`src/rtl/spi_pkg.sv`:
```
// -----------------------------------------------------------------------------
// spi_pkg
// Shared definitions for the ADXL345 SPI host master:
//   state_e     - controller FSM states
//   RW_BIT      - request frame bit selecting read (1) or write (0)
//   MB_BIT      - request frame multi-byte bit
//   ADDR_MSB/LSB- register address field inside the request frame
//   FRAME_BITS  - number of SCLK periods per transaction
// -----------------------------------------------------------------------------
package spi_pkg;

    typedef enum logic [2:0] {
        ST_IDLE  = 3'd0,
        ST_SETUP = 3'd1,
        ST_SHIFT = 3'd2,
        ST_HOLD  = 3'd3,
        ST_ACK   = 3'd4,
        ST_GAP   = 3'd5
    } state_e;

    localparam int RW_BIT     = 15;
    localparam int MB_BIT     = 14;
    localparam int ADDR_MSB   = 13;
    localparam int ADDR_LSB   = 8;
    localparam int FRAME_BITS = 16;

endpackage

```
`src/rtl/spi_clk_div.sv`:
```
// -----------------------------------------------------------------------------
// spi_clk_div
// SCLK phase generator. While en is high it walks through one SCLK period of
// 2*CLK_DIV clk cycles and flags the cycles whose closing clk edge must move
// SCLK. With en low the phase counter is held at zero, so every period starts
// aligned to the cycle in which en rises.
// Ports:
//   clk, rst   - system clock, synchronous active-high reset
//   en         - run the phase counter
//   sclk_rise  - one-cycle strobe: the coming edge drives SCLK 0->1
//   sclk_fall  - one-cycle strobe: the coming edge drives SCLK 1->0
// -----------------------------------------------------------------------------
module spi_clk_div #(
    parameter int CLK_DIV = 2
) (
    input  logic clk,
    input  logic rst,
    input  logic en,
    output logic sclk_rise,
    output logic sclk_fall
);

    localparam int CNT_W = (2 * CLK_DIV > 1) ? $clog2(2 * CLK_DIV) : 1;
    localparam logic [CNT_W-1:0] RISE_AT = CNT_W'(CLK_DIV - 1);
    localparam logic [CNT_W-1:0] FALL_AT = CNT_W'(2 * CLK_DIV - 1);

    logic [CNT_W-1:0] cnt_q;
    logic [CNT_W-1:0] cnt_d;

    always_comb begin
        cnt_d = cnt_q;
        if (!en) begin
            cnt_d = '0;
        end else if (cnt_q == FALL_AT) begin
            cnt_d = '0;
        end else begin
            cnt_d = cnt_q + CNT_W'(1);
        end
    end

    always_ff @(posedge clk) begin
        if (rst) begin
            cnt_q <= '0;
        end else begin
            cnt_q <= cnt_d;
        end
    end

    assign sclk_rise = en && (cnt_q == RISE_AT);
    assign sclk_fall = en && (cnt_q == FALL_AT);

endmodule

```
`src/rtl/spi_host_master.sv`:
```
// -----------------------------------------------------------------------------
// spi_host_master
// Turns one 16-bit host request into one SPI mode-3 transaction (MSB first,
// cs_n framed) towards the ADXL345, and returns the last byte shifted in with
// a one-cycle acknowledge.
// Optional build macro: SPI_3WIRE_EN adds spi_mosi_oe for a shared SDIO line.
// Ports:
//   clk, rst        - system clock, synchronous active-high reset
//   host_req        - request, held until host_ack
//   host_req_data   - frame {R/W, MB, addr[5:0], wdata[7:0]}
//   host_ack        - one-cycle done pulse
//   host_ack_data   - received byte, valid with host_ack and held afterwards
//   spi_cs_n        - chip select, active-low
//   spi_sclk        - serial clock, idles high
//   spi_mosi        - serial data out
//   spi_mosi_oe     - (SPI_3WIRE_EN only) output enable for the SDIO driver
//   spi_miso        - serial data in (SDIO input in 3-wire builds)
// Handshake: a frame is accepted in the first IDLE cycle with host_req high;
// host_req_data is only sampled in that cycle. host_ack pulses once per
// accepted frame; host_req is ignored until the post-frame gap has elapsed.
// All SPI pins come straight from flops.
// -----------------------------------------------------------------------------
module spi_host_master
    import spi_pkg::*;
#(
    parameter int REQ_DATA_WIDTH = 16,
    parameter int ACK_DATA_WIDTH = 8,
    parameter int CLK_DIV        = 2,
    parameter int CS_SETUP       = 1,
    parameter int CS_HOLD        = 1,
    parameter int CS_IDLE        = 2
) (
    input  logic                      clk,
    input  logic                      rst,
    input  logic                      host_req,
    input  logic [REQ_DATA_WIDTH-1:0] host_req_data,
    output logic                      host_ack,
    output logic [ACK_DATA_WIDTH-1:0] host_ack_data,
    output logic                      spi_cs_n,
    output logic                      spi_sclk,
    output logic                      spi_mosi,
`ifdef SPI_3WIRE_EN
    output logic                      spi_mosi_oe,
`endif
    input  logic                      spi_miso
);

    localparam int BIT_W = $clog2(FRAME_BITS);
    localparam logic [BIT_W-1:0] LAST_BIT = BIT_W'(FRAME_BITS - 1);
    localparam logic [15:0] SETUP_LAST = 16'(CS_SETUP - 1);
    localparam logic [15:0] HOLD_LAST  = 16'(CS_HOLD - 1);
    localparam logic [15:0] IDLE_LAST  = 16'(CS_IDLE - 1);

    state_e                      state_q, state_d;
    logic [15:0]                 wait_q, wait_d;
    logic [BIT_W-1:0]            bit_q, bit_d;
    logic [REQ_DATA_WIDTH-1:0]   tx_q, tx_d;
    logic [ACK_DATA_WIDTH-1:0]   rx_q, rx_d;
    logic                        cs_n_q, cs_n_d;
    logic                        sclk_q, sclk_d;
    logic                        mosi_q, mosi_d;
    logic                        ack_q, ack_d;
    logic [ACK_DATA_WIDTH-1:0]   ack_data_q, ack_data_d;
`ifdef SPI_3WIRE_EN
    logic                        oe_q, oe_d;
    logic                        rw_q, rw_d;
`endif

    logic div_en;
    logic sclk_rise;
    logic sclk_fall;

    // The divider only runs in SHIFT; the first falling edge of a frame is
    // produced by the SETUP->SHIFT transition itself, the rest by the strobes.
    assign div_en = (state_q == ST_SHIFT);

    spi_clk_div #(
        .CLK_DIV (CLK_DIV)
    ) u_clk_div (
        .clk       (clk),
        .rst       (rst),
        .en        (div_en),
        .sclk_rise (sclk_rise),
        .sclk_fall (sclk_fall)
    );

    always_comb begin
        state_d    = state_q;
        wait_d     = wait_q;
        bit_d      = bit_q;
        tx_d       = tx_q;
        rx_d       = rx_q;
        cs_n_d     = cs_n_q;
        sclk_d     = sclk_q;
        mosi_d     = mosi_q;
        ack_d      = 1'b0;
        ack_data_d = ack_data_q;
`ifdef SPI_3WIRE_EN
        oe_d       = oe_q;
        rw_d       = rw_q;
`endif
        case (state_q)
            ST_IDLE: begin
                if (host_req) begin
                    tx_d    = host_req_data;
                    cs_n_d  = 1'b0;
                    wait_d  = '0;
                    bit_d   = '0;
                    state_d = ST_SETUP;
`ifdef SPI_3WIRE_EN
                    rw_d    = host_req_data[RW_BIT];
`endif
                end
            end
            ST_SETUP: begin
                if (wait_q == SETUP_LAST) begin
                    sclk_d  = 1'b0;
                    mosi_d  = tx_q[REQ_DATA_WIDTH-1];
                    state_d = ST_SHIFT;
                end else begin
                    wait_d = wait_q + 16'd1;
                end
            end
            ST_SHIFT: begin
                if (sclk_rise) begin
                    sclk_d = 1'b1;
                    rx_d   = {rx_q[ACK_DATA_WIDTH-2:0], spi_miso};
                end
                if (sclk_fall) begin
                    if (bit_q == LAST_BIT) begin
                        // Bit 16 ends with SCLK left high.
                        wait_d  = '0;
                        state_d = ST_HOLD;
                    end else begin
                        bit_d  = bit_q + BIT_W'(1);
                        tx_d   = tx_q << 1;
                        mosi_d = tx_q[REQ_DATA_WIDTH-2];
                        sclk_d = 1'b0;
`ifdef SPI_3WIRE_EN
                        // Leaving bit index 7 is the 9th falling edge: the
                        // slave owns SDIO for the data byte of a read.
                        if (rw_q && (bit_q == BIT_W'(7))) begin
                            oe_d = 1'b0;
                        end
`endif
                    end
                end
            end
            ST_HOLD: begin
                if (wait_q == HOLD_LAST) begin
                    ack_d      = 1'b1;
                    ack_data_d = rx_q;
                    cs_n_d     = 1'b1;
                    state_d    = ST_ACK;
`ifdef SPI_3WIRE_EN
                    oe_d       = 1'b1;
`endif
                end else begin
                    wait_d = wait_q + 16'd1;
                end
            end
            ST_ACK: begin
                wait_d  = '0;
                state_d = ST_GAP;
            end
            ST_GAP: begin
                // host_req is deliberately not looked at here.
                if (wait_q == IDLE_LAST) begin
                    state_d = ST_IDLE;
                end else begin
                    wait_d = wait_q + 16'd1;
                end
            end
            default: begin
                state_d = ST_IDLE;
                cs_n_d  = 1'b1;
                sclk_d  = 1'b1;
            end
        endcase
    end

    always_ff @(posedge clk) begin
        if (rst) begin
            state_q    <= ST_IDLE;
            wait_q     <= '0;
            bit_q      <= '0;
            tx_q       <= '0;
            rx_q       <= '0;
            cs_n_q     <= 1'b1;
            sclk_q     <= 1'b1;
            mosi_q     <= 1'b0;
            ack_q      <= 1'b0;
            ack_data_q <= '0;
`ifdef SPI_3WIRE_EN
            oe_q       <= 1'b1;
            rw_q       <= 1'b0;
`endif
        end else begin
            state_q    <= state_d;
            wait_q     <= wait_d;
            bit_q      <= bit_d;
            tx_q       <= tx_d;
            rx_q       <= rx_d;
            cs_n_q     <= cs_n_d;
            sclk_q     <= sclk_d;
            mosi_q     <= mosi_d;
            ack_q      <= ack_d;
            ack_data_q <= ack_data_d;
`ifdef SPI_3WIRE_EN
            oe_q       <= oe_d;
            rw_q       <= rw_d;
`endif
        end
    end

    assign host_ack      = ack_q;
    assign host_ack_data = ack_data_q;
    assign spi_cs_n      = cs_n_q;
    assign spi_sclk      = sclk_q;
    assign spi_mosi      = mosi_q;
`ifdef SPI_3WIRE_EN
    assign spi_mosi_oe   = oe_q;
`endif

endmodule

```
`config.mk`:
```
export PLATFORM = sky130hd
export DESIGN_NAME = spi_host_master
export DESIGN_NICKNAME = d
export VERILOG_FILES = /design/src/rtl/spi_pkg.sv /design/src/rtl/spi_clk_div.sv /design/src/rtl/spi_host_master.sv
export SDC_FILE = /design/constraint.sdc
export NUM_CORES = 1
export LEC_CHECK = 0
export CAP_MARGIN = 20
export CORE_ASPECT_RATIO = 1.75
export CORE_MARGIN = 2
export CORE_UTILIZATION = 40
export CTS_CLUSTER_DIAMETER = 150
export DETAILED_ROUTE_END_ITERATION = 10
export GPL_TIMING_DRIVEN = 0
export PLACE_DENSITY = 0.57
export SLEW_MARGIN = 20
export SYNTH_ARGS = -nofsm -noshare
export SYNTH_HDL_FRONTEND = slang
export SYNTH_SLANG_ARGS = --single-unit
```
`constraint.sdc`:
```
create_clock -name clk -period 2.74 [get_ports clk]
set_clock_uncertainty 0.15 [all_clocks]
set_input_delay 0.411 -clock clk [delete_from_list [all_inputs] [get_ports clk]]
set_output_delay 0.411 -clock clk [all_outputs]
set_load 0.01 [all_outputs]
```
Word level (Yosys, flattened, before mapping)
Index checks and enable logic that the tools add are counted.
{ "totals": {"in_bits": 20, "ff_bits": 61, "wordCells": 90} }
{ "op_classes": {"bitwise": 4, "n_mux": 34, "addsub": 3, "n_eq_ne": 18, "reduce_logical": 20} }
{ "op_table": {"columns": ["operator", "count"], "rows": [
  ["$mux W16", 8],
  ["$pmux W16 S5", 1],
  ["$pmux W16 S2", 1],
  ["$mux W3", 6],
  ["$ne A2 B2 Y1 const B", 9],
  ["$pmux W3 S6", 1],
  ["$add A16 B1 Y16 const B", 1],
  ["$eq A16 B1 Y1 const B", 1],
  ["$logic_not A16 Y1", 1],
  ["$mux W4", 3],
  ["$reduce_and A6 Y1", 2],
  ["$mux W1", 10],
  ["$pmux W4 S2", 1],
  ["$reduce_and A4 Y1", 2],
  ["$reduce_or A4 Y1", 2],
  ["$eq A3 B2 Y1 const B", 2],
  ["$eq A3 B3 Y1 const B", 2],
  ["$pmux W1 S3", 2],
  ["$reduce_and A2 Y1", 3],
  ["$reduce_bool A5 Y1", 1],
  ["$add A4 B1 Y4 const B", 1],
  ["$eq A4 B4 Y1 const B", 1],
  ["$not A1 Y1", 4],
  ["$reduce_bool A2 Y1", 2],
  ["other kinds (10)", 12]
]} }

Longest topological paths before layout
Gate-level depths: netlist (run 1).
{ "logic_depth": {"depth_word": 6, "mapped_depth": 7, "mapped_depth_nobuf": 6} }

Hierarchy
A second synthesis (run 1) with hierarchy kept.
{ "unflattened": {"cells_unflattened": 362, "area_unflattened_um2": 3037.9} }
{ "modules_own_cells": {"columns": ["mod", "area_per_inst_um2", "seq_area_each_um2", "n_inst", "cells_per_inst"], "rows": [
  ["spi_host_master", 2926.6, 1181.1, 1, 353],
  ["spi_clk_div", 111.4, 40.0, 1, 9]
]} }

Least setup slack after synthesis (run 1)
OpenSTA, ideal clock, no wires.
{ "synth_path": {"path_type": "reg2reg", "from": "register u_clk_div.cnt_q[0]", "to": "register wait_q[12]", "arrival_time_ns": 2.170, "period_less_slack_ns": 2.390, "path_stages_with_launch": 7, "setup_time_ns": 0.071, "required_ns": 2.519, "setup_slack_ns": 0.350, "n_path_buf": 0, "path_cell_list": "dfxtp_1 -> ha_1 -> nand4_2 -> a222oi_1 -> o21ai_2 -> or4_1 -> a21oi_1"} }
{ "synth_via": {"elab_chain_cells": 4} }
{ "synth_rtl": {"columns": ["item", "line_no", "text"], "rows": [
  ["from (decl)", "spi_clk_div.sv:27", "logic [CNT_W-1:0] cnt_q;"],
  ["from (signal assigned)", "spi_clk_div.sv:45", "cnt_q <= cnt_d;"],
  ["$eq A2 B2 Y1", "spi_clk_div.sv:50", "assign sclk_fall = en && (cnt_q == FALL_AT);"],
  ["$logic_and A1 B1 Y1", "spi_clk_div.sv:50", null],
  ["$ne A2 B2 Y1 (no line)", null, null],
  ["$reduce_and A6 Y1 (no line)", null, null],
  ["to (signal assigned)", "spi_host_master.sv:200", "wait_q <= wait_d;"],
  ["to (decl)", "spi_host_master.sv:55", "logic [15:0] wait_q, wait_d;"]
]} }
No other way between the ends.
A chain may end at the register's enable or synchronous reset.

Final worst setup path (run 1)
{ "layout_path": {"from": "register state_q[2]", "to": "register tx_q[13]"} }
{ "layout_via": {"elab_chain_cells": 4} }
{ "layout_rtl": {"columns": ["item", "line_no", "text"], "rows": [
  ["from (decl)", "spi_host_master.sv:54", "state_e state_q, state_d;"],
  ["from (signal assigned)", "spi_host_master.sv:199", "state_q <= state_d;"],
  ["$eq A3 B2 Y1", "spi_host_master.sv:75, spi_host_master.sv:102", null],
  ["$logic_and A1 B1 Y1", "spi_clk_div.sv:50", null],
  ["$ne A2 B2 Y1 (no line)", null, null],
  ["$reduce_and A4 Y1 (no line)", null, null],
  ["to (signal assigned)", "spi_host_master.sv:202", "tx_q <= tx_d;"],
  ["to (decl)", "spi_host_master.sv:57", "logic [REQ_DATA_WIDTH-1:0] tx_q, tx_d;"]
]} }
Several ways; a longest one is shown, not always the timed one.

==> results.md, run 1 <==
* Status: completed
* DRC violations left at 0
* Largest net degree at the start of global routing at 11
* Leak Pwr at ~1.3 nW
* Num CTS Buffers at 9
* Worst Max-Slew Pin Slew at 0.770 ns
* R2r worst-path depth at 7
* Site row count at 40
* Synth Area per Inst at about 8.1 um2
* Multi-input gate area at around 0.0015 mm2
* Max-slew violation count at 0
* Initial antenna violation count at 0
* Final-stage net count at 420
* PwrDens at 887 mW/mm2
* Routed vias at around 2600
* Post-synthesis net count at 376
* Die Area at about 0.0078 mm2
* Fillers at 693
* Cells after Synth at 350
* Final Total Pwr at approximately 3.2 mW
* CP Max Fanout at 10
* Clk Latency, worst-skew pair at approximately 0.33 ns
* Grt total ovfl at 0
* Yosys warning count at 0
* Vias per std cell at 5.48
* Die width at about 68 um
* Post-synth EDFFs at 0
* Dpl cell area at around 0.0032 mm2
* DP Wirelength at 5.18 mm
* Levels on crit path at 7
* Register area at ~0.0012 mm2
* Synth Register Bits at between 60 and 70
* H-tree Lvls at 3
* DR iter-0 viols at approximately 150
* Synthesis-to-finish area growth at 25.8%
* Dpl cells at ~470
* Final Setup Violations at 0
* Ant diodes at 0
* Final Core Density at 0.518
* Clk root buf: clkbuf_16
* Max Cap Viol at 0
* Reg2reg start: state_q[2]
* Drt pass-1 iters at 4
* Crit path cell chain: buf_1 > or2_2 > clkbuf_1 > a21oi_1 > clkbuf_1 > nor2_1 > a311oi_1
* Setup slack after layout at about 0.21 ns
* Worst setup endpoint: tx_q[13]
* Hold WC Path Type: flop to flop
* Number of hold violations in the final report at 0
* Hold WS at 0.310 ns
* Starting Density at 0.412
* Routed len/inst at about 14 um
* Routability cong. at approximately 0.83
* Synth async-reset ratio at 0
* Synth Cell Area at approximately 0.0028 mm2
* Die Y at about 120 um
* Setup WS pre-CTS at -0.458 ns
* Tcrit/Tclk final at 0.923
* Antenna-violating nets left at 0
* Crit path DAT at roughly 2.6 ns
* Tmin final at roughly 2.5 ns
* Total GRT Usage at 0.197
* Hold buffers post-CTS at 0
* RSZ-0062 raised after global routing: false
* CP max stage delay at about 0.45 ns
* Reg clk slew, reported paths at ~0.05 ns
* I/O Buffers at 31
* CP delay by family, top: buffers and inverters
* Final non-filler cell total at between 400 and 500
* CTS Buffer Depth at 2
* Vias in the first global route at 2475
* Normalized max-slew margin at 0.483
* Crit-path most repeated cell: clkbuf_1
* Clock tree from TritonCTS: done
* I/O Pins at 32
* Fin area at 0.00355 mm2
* Final TNS setup at 0 ns
* Flop2flop setup slack at 0.21 ns
* First-pass GRT wire length at 11.4 mm
* CORE AREA at roughly 0.0069 mm2
* Worst setup path start: state_q[2]
* Share of layout cells above drive strength 1 at 0.0576
* Most used flip-flop cell after synthesis: dfxtp_1
* Required time of the critical path at between 2 and 3 ns
* Maximum vdd drop at between 0.3 and 0.4 mV
* Critical path type: flop to flop
* Setup crit end kind: flop
* CP startpoint kind: flop
* Seq/Total Area, Yosys at 0.432
* Post-synth cell types at 45
* RR Endpoint: tx_q[13]
* Total wire length at between 7 and 8 mm
* Achievable Freq at just under 0.4 GHz
* CTS sink cnt at 61
* Buf/Inv on CP at 3
* Slowest stage cell on the critical path: clkbuf_1
tightest hold or removal path: stages, from the launching register on:
cell     delay (ns)
dfxtp_1        0.31
nand2_1        0.05
a21oi_1        0.05
area by class of cell:
cell class / count / area share
Timing Repair Buffer: 33 / 0.0915
Buffer: 20 / 0.0215
Tap cell: 84 / 0.0296
Clock buffer: 12 / 0.0694
Sequential cell: 61 / 0.344
Clock inverter: 4 / 0.0134
Inverter: 11 / 0.0116
Multi-Input combinational cell: 258 / 0.419
layer usage:
metal,up-vias,track usage,share of wire,wire (um)
li1,1345,-,-,-
met1,1242,0.201,0.40,2810
met2,45,0.346,0.53,3740
met3,17,0.0411,0.027,186
met4,0,0.137,0.038,266
met5,-,0,0,0
cell usage after synthesis (all sizes together), types with 2 or more instances:
cell type,count,share of area
clkbuf,16,0.021
xnor2,2,0.0062
or4,3,0.0080
o21ai,12,0.023
a31oi,5,0.011
nand2,59,0.078
nor3,5,0.0089
a22oi,2,0.0053
a21oi,27,0.048
a211oi,2,0.0053
ha,6,0.027
o211ai,2,0.0053
o31ai,2,0.0053
inv,10,0.013
o21a,3,0.0080
mux2i,9,0.032
nor4,8,0.023
nand4,6,0.015
a311oi,15,0.047
dfxtp,61,0.43
nand3,14,0.025
or3,2,0.0044
or2,2,0.0044
nor2b,3,0.0066
nor2,43,0.057
a41oi,2,0.0062
and3,3,0.0066
nand2b,3,0.0066
xor2,4,0.012
a21o,3,0.0080
buf,4,0.0053
and4,2,0.0062
layout by cell type, fill, tap and decap left out, types with 6 or more instances in the layout:
cell type	count
ha_1	6
a21oi_1	27
clkbuf_16	9
nor2_1	42
mux2i_1	9
nor4_1	7
a311oi_1	15
dfxtp_1	61
clkdlybuf4s50_1	31
inv_1	10
o21ai_0	11
nand2_1	59
nand3_1	14
clkbuf_1	17
cells by family after synthesis:
group           synth area share
simple gates               0.263
mux                       0.0319
buf+inv                   0.0412
xor+xnor                  0.0186
fa+ha+maj                 0.0266
compound gates             0.187
flops                      0.432
repair_timing:
item	in CTS	in global routing
pin swaps	1	0
buffers inserted	2	0
setup endpoints to repair	3	8
resized for setup	0	3
how the worst min path moves through the flow:
stage / from / to / slack, ns / cells after the start
after floorplan: rx_q[7] / rx_q[7] / 0.29 / 2
after global placement: u_clk_div.cnt_q[0] / u_clk_div.cnt_q[0] / 0.30 / 1
after detailed placement: rx_q[7] / rx_q[7] / 0.31 / 2
after CTS: rx_q[7] / rx_q[7] / 0.31 / 2
after global routing: rx_q[7] / rx_q[7] / 0.33 / 2
final: rx_q[7] / rx_q[7] / 0.31 / 2
state kept, by name, summed over array words and instances (netlist names), 2 cells and up:
| name | count |
|---|---|
| bit_q | 4 |
| host_ack_data | 8 |
| rx_q | 8 |
| state_q | 3 |
| tx_q | 16 |
| u_clk_div.cnt_q | 2 |
| wait_q | 16 |
report_power, final:
group	switching, mW	internal (mW)	total, mW
clock	0.399	0.725	1.12
sequential	0.0923	1.01	1.10
combinational	0.572	0.356	0.928
(Power assumes the default switching activity.)
==> run 2, diff against run 1 <==
--- a/config.mk
+++ b/config.mk
@@ -12,6 +12,7 @@
 export CTS_CLUSTER_DIAMETER = 150
 export DETAILED_ROUTE_END_ITERATION = 10
 export GPL_TIMING_DRIVEN = 0
+export MAX_ROUTING_LAYER = met4
 export PLACE_DENSITY = 0.57
 export SLEW_MARGIN = 20
 export SYNTH_ARGS = -nofsm -noshare
==> run 2 against run 1 <==
- via count up 0.23%
- routed wire length is essentially flat
- global-route usage grew 0.58 points
- fmax is essentially flat
- sequential cell count is the same
- first-iteration DRC count is 2.0% higher
- critical endpoint unchanged
==> results.md, run 2 (same netlist as run 1, synthesis figures left out) <==
* Synthesis-to-finish area growth at 25.8% (unchanged)
* Total wire length at 7.01 mm (about the same)
* Final Setup Violations at 0 (unchanged)
* Slowest stage cell on the critical path: clkbuf_1
* Ant diodes at 0 (unchanged)
* Worst setup endpoint: tx_q[13]
* Die width at 67.5 um (unchanged)
* Antenna-violating nets left at 0 (unchanged)
* Clk Latency, worst-skew pair at 0.33 ns (about the same)
* Commonest non-fill, non-tap cell in the layout: dfxtp_1
* Fillers at 693 (unchanged)
* R2r worst-path depth at 7 (unchanged)
* I/O Pins at 32 (unchanged)
* Clock tree from TritonCTS: done
* RSZ-0062 raised after global routing: false
* Crit path cell chain: buf_1 > or2_2 > clkbuf_1 > a21oi_1 > clkbuf_1 > nor2_1 > a311oi_1
* Dpl cell area at 0.00324 mm2 (unchanged)
* DRC violations left at 0 (unchanged)
* CP Max Fanout at 10 (unchanged)
* CTS Buffer Depth at 2 (unchanged)
* Crit-path most repeated cell: clkbuf_1
* Tmin final at 2.53 ns (+0.000260 ns)
* Reg2reg start: state_q[2]
* CORE AREA at 0.00686 mm2 (unchanged)
* Site row count at 40 (unchanged)
* CP startpoint kind: flop
* Maximum vdd drop at 0.387 mV (about the same)
* Flop2flop setup slack at 0.21 ns (about the same)
* Vias per std cell at 5.50 (+0.23%)
* Max Cap Viol at 0 (unchanged)
* Share of layout cells above drive strength 1 at 0.0576 (unchanged)
* Multi-input gate area at 0.00149 mm2 (unchanged)
* Vias in the first global route at 2474 (-0.040%)
* Tcrit/Tclk final at 0.923 (about the same)
* Number of hold violations in the final report at 0 (unchanged)
* Worst Max-Slew Pin Slew at 0.769 ns (-0.000405 ns)
* First-pass GRT wire length at 11.4 mm (unchanged)
* Critical path type: flop to flop
* Reg clk slew, reported paths at 0.05 ns (about the same)
* Achievable Freq at 0.395 GHz (about the same)
* Routability cong. at 0.840 (+1.5%)
* Crit path DAT at 2.61 ns (about the same)
* Starting Density at 0.412 (unchanged)
* Leak Pwr at 1.27 nW (unchanged)
* Fin area at 0.00355 mm2 (unchanged)
* Num CTS Buffers at 9 (unchanged)
* Routed vias at 2655 (+0.23%)
* Hold WC Path Type: flop to flop
* Largest net degree at the start of global routing at 11 (unchanged)
* Normalized max-slew margin at 0.483 (about the same)
* Die Area at 0.00778 mm2 (unchanged)
* Initial antenna violation count at 0 (unchanged)
* PwrDens at 888 mW/mm2 (about the same)
* RR Endpoint: tx_q[13]
* H-tree Lvls at 3 (unchanged)
* CTS sink cnt at 61 (unchanged)
* Grt total ovfl at 0 (unchanged)
* I/O Buffers at 31 (unchanged)
* Setup WS pre-CTS at -0.458 ns (unchanged)
* Hold buffers post-CTS at 0 (unchanged)
* Setup slack after layout at 0.210 ns (-0.000260 ns)
* Setup crit end kind: flop
* DP Wirelength at 5.18 mm (unchanged)
* Max-slew violation count at 0 (unchanged)
* Top flop regs: tx_q x16, wait_q x16
* Register area at 0.00122 mm2 (unchanged)
* Total GRT Usage at 0.203 (+0.00577)
* Worst setup path start: state_q[2]
* Required time of the critical path at 2.82 ns (about the same)
* Status: completed
* Clk root buf: clkbuf_16
* Die Y at 115 um (unchanged)
* Dpl cells at 465 (unchanged)
* Drt pass-1 iters at 4 (unchanged)
* Routed len/inst at 14.5 um (about the same)
* Final-stage net count at 420 (unchanged)
* Final non-filler cell total at 483 (unchanged)
* Hold WS at 0.310 ns (+0.00000200 ns)
* Commonest cells after routing, fill and taps aside: 61 x dfxtp_1, 59 x nand2_1, 42 x nor2_1
* CP max stage delay at 0.45 ns (about the same)
* DR iter-0 viols at 151 (+2.0%)
==> run 2: stage by stage <==
stage | utilization | TNS, ns | power (mW)
2_1_floorplan | - | 0 | 1.74
3_3_place_gp | 0.473 | -2.49 | 2.00
3_5_place_dp | 0.473 | -2.88 | 2.01
5_1_grt | 0.518 | 0 | 3.33
6_report | 0.518 | 0 | 3.16
4_1_cts | 0.518 | 0 | 3.17
==> run 2: power breakdown <==
| group | internal [mW] | switching (mW) | leakage (nW) |
|---|---|---|---|
| registers | 1.01 | 0.0924 | 0.496 |
| clock network | 0.725 | 0.401 | 0.143 |
| logic | 0.356 | 0.572 | 0.628 |
==> run 2: repair_timing <==
item,in CTS,in global routing
pin swaps,1,0
setup endpoints to repair,3,8
buffers inserted,2,0
gates resized for setup,0,3
==> run 2: worst min-delay path by stage <==
stage                     slack [ns]  cells after the start            endpoint                from
after detailed placement        0.31                      2             rx_q[7]             rx_q[7]
after floorplan                 0.29                      2             rx_q[7]             rx_q[7]
after global routing            0.33                      2             rx_q[7]             rx_q[7]
after CTS                       0.31                      2             rx_q[7]             rx_q[7]
final                           0.31                      2             rx_q[7]             rx_q[7]
after global placement          0.30                      1  u_clk_div.cnt_q[0]  u_clk_div.cnt_q[0]
==> run 2: layout make-up <==
cell class | count | share of cell area
Tap cell | 84 | 0.0296
Buffer | 20 | 0.0215
Inverter | 11 | 0.0116
Sequential cell | 61 | 0.344
Multi-Input combinational cell | 258 | 0.419
Clock buffer | 12 | 0.0694
Timing Repair Buffer | 33 | 0.0915
Clock inverter | 4 | 0.0134
==> run 2: worst max-delay path, delay by kind of cell (launching register included) <==
family / cells / cell delay [ns]
buffers and inverters: 3 / 0.86
AOI/OAI and AO/OA: 2 / 0.66
and+or+nand+nor: 2 / 0.42
DFF: 1 / 0.33
==> run 2: metal layers <==
metal,vias up,share of wire,track usage
met5,-,0,-
met1,1248,0.40,0.201
met3,17,0.027,0.0411
li1,1343,-,-
met4,0,0.038,0.137
met2,47,0.53,0.346
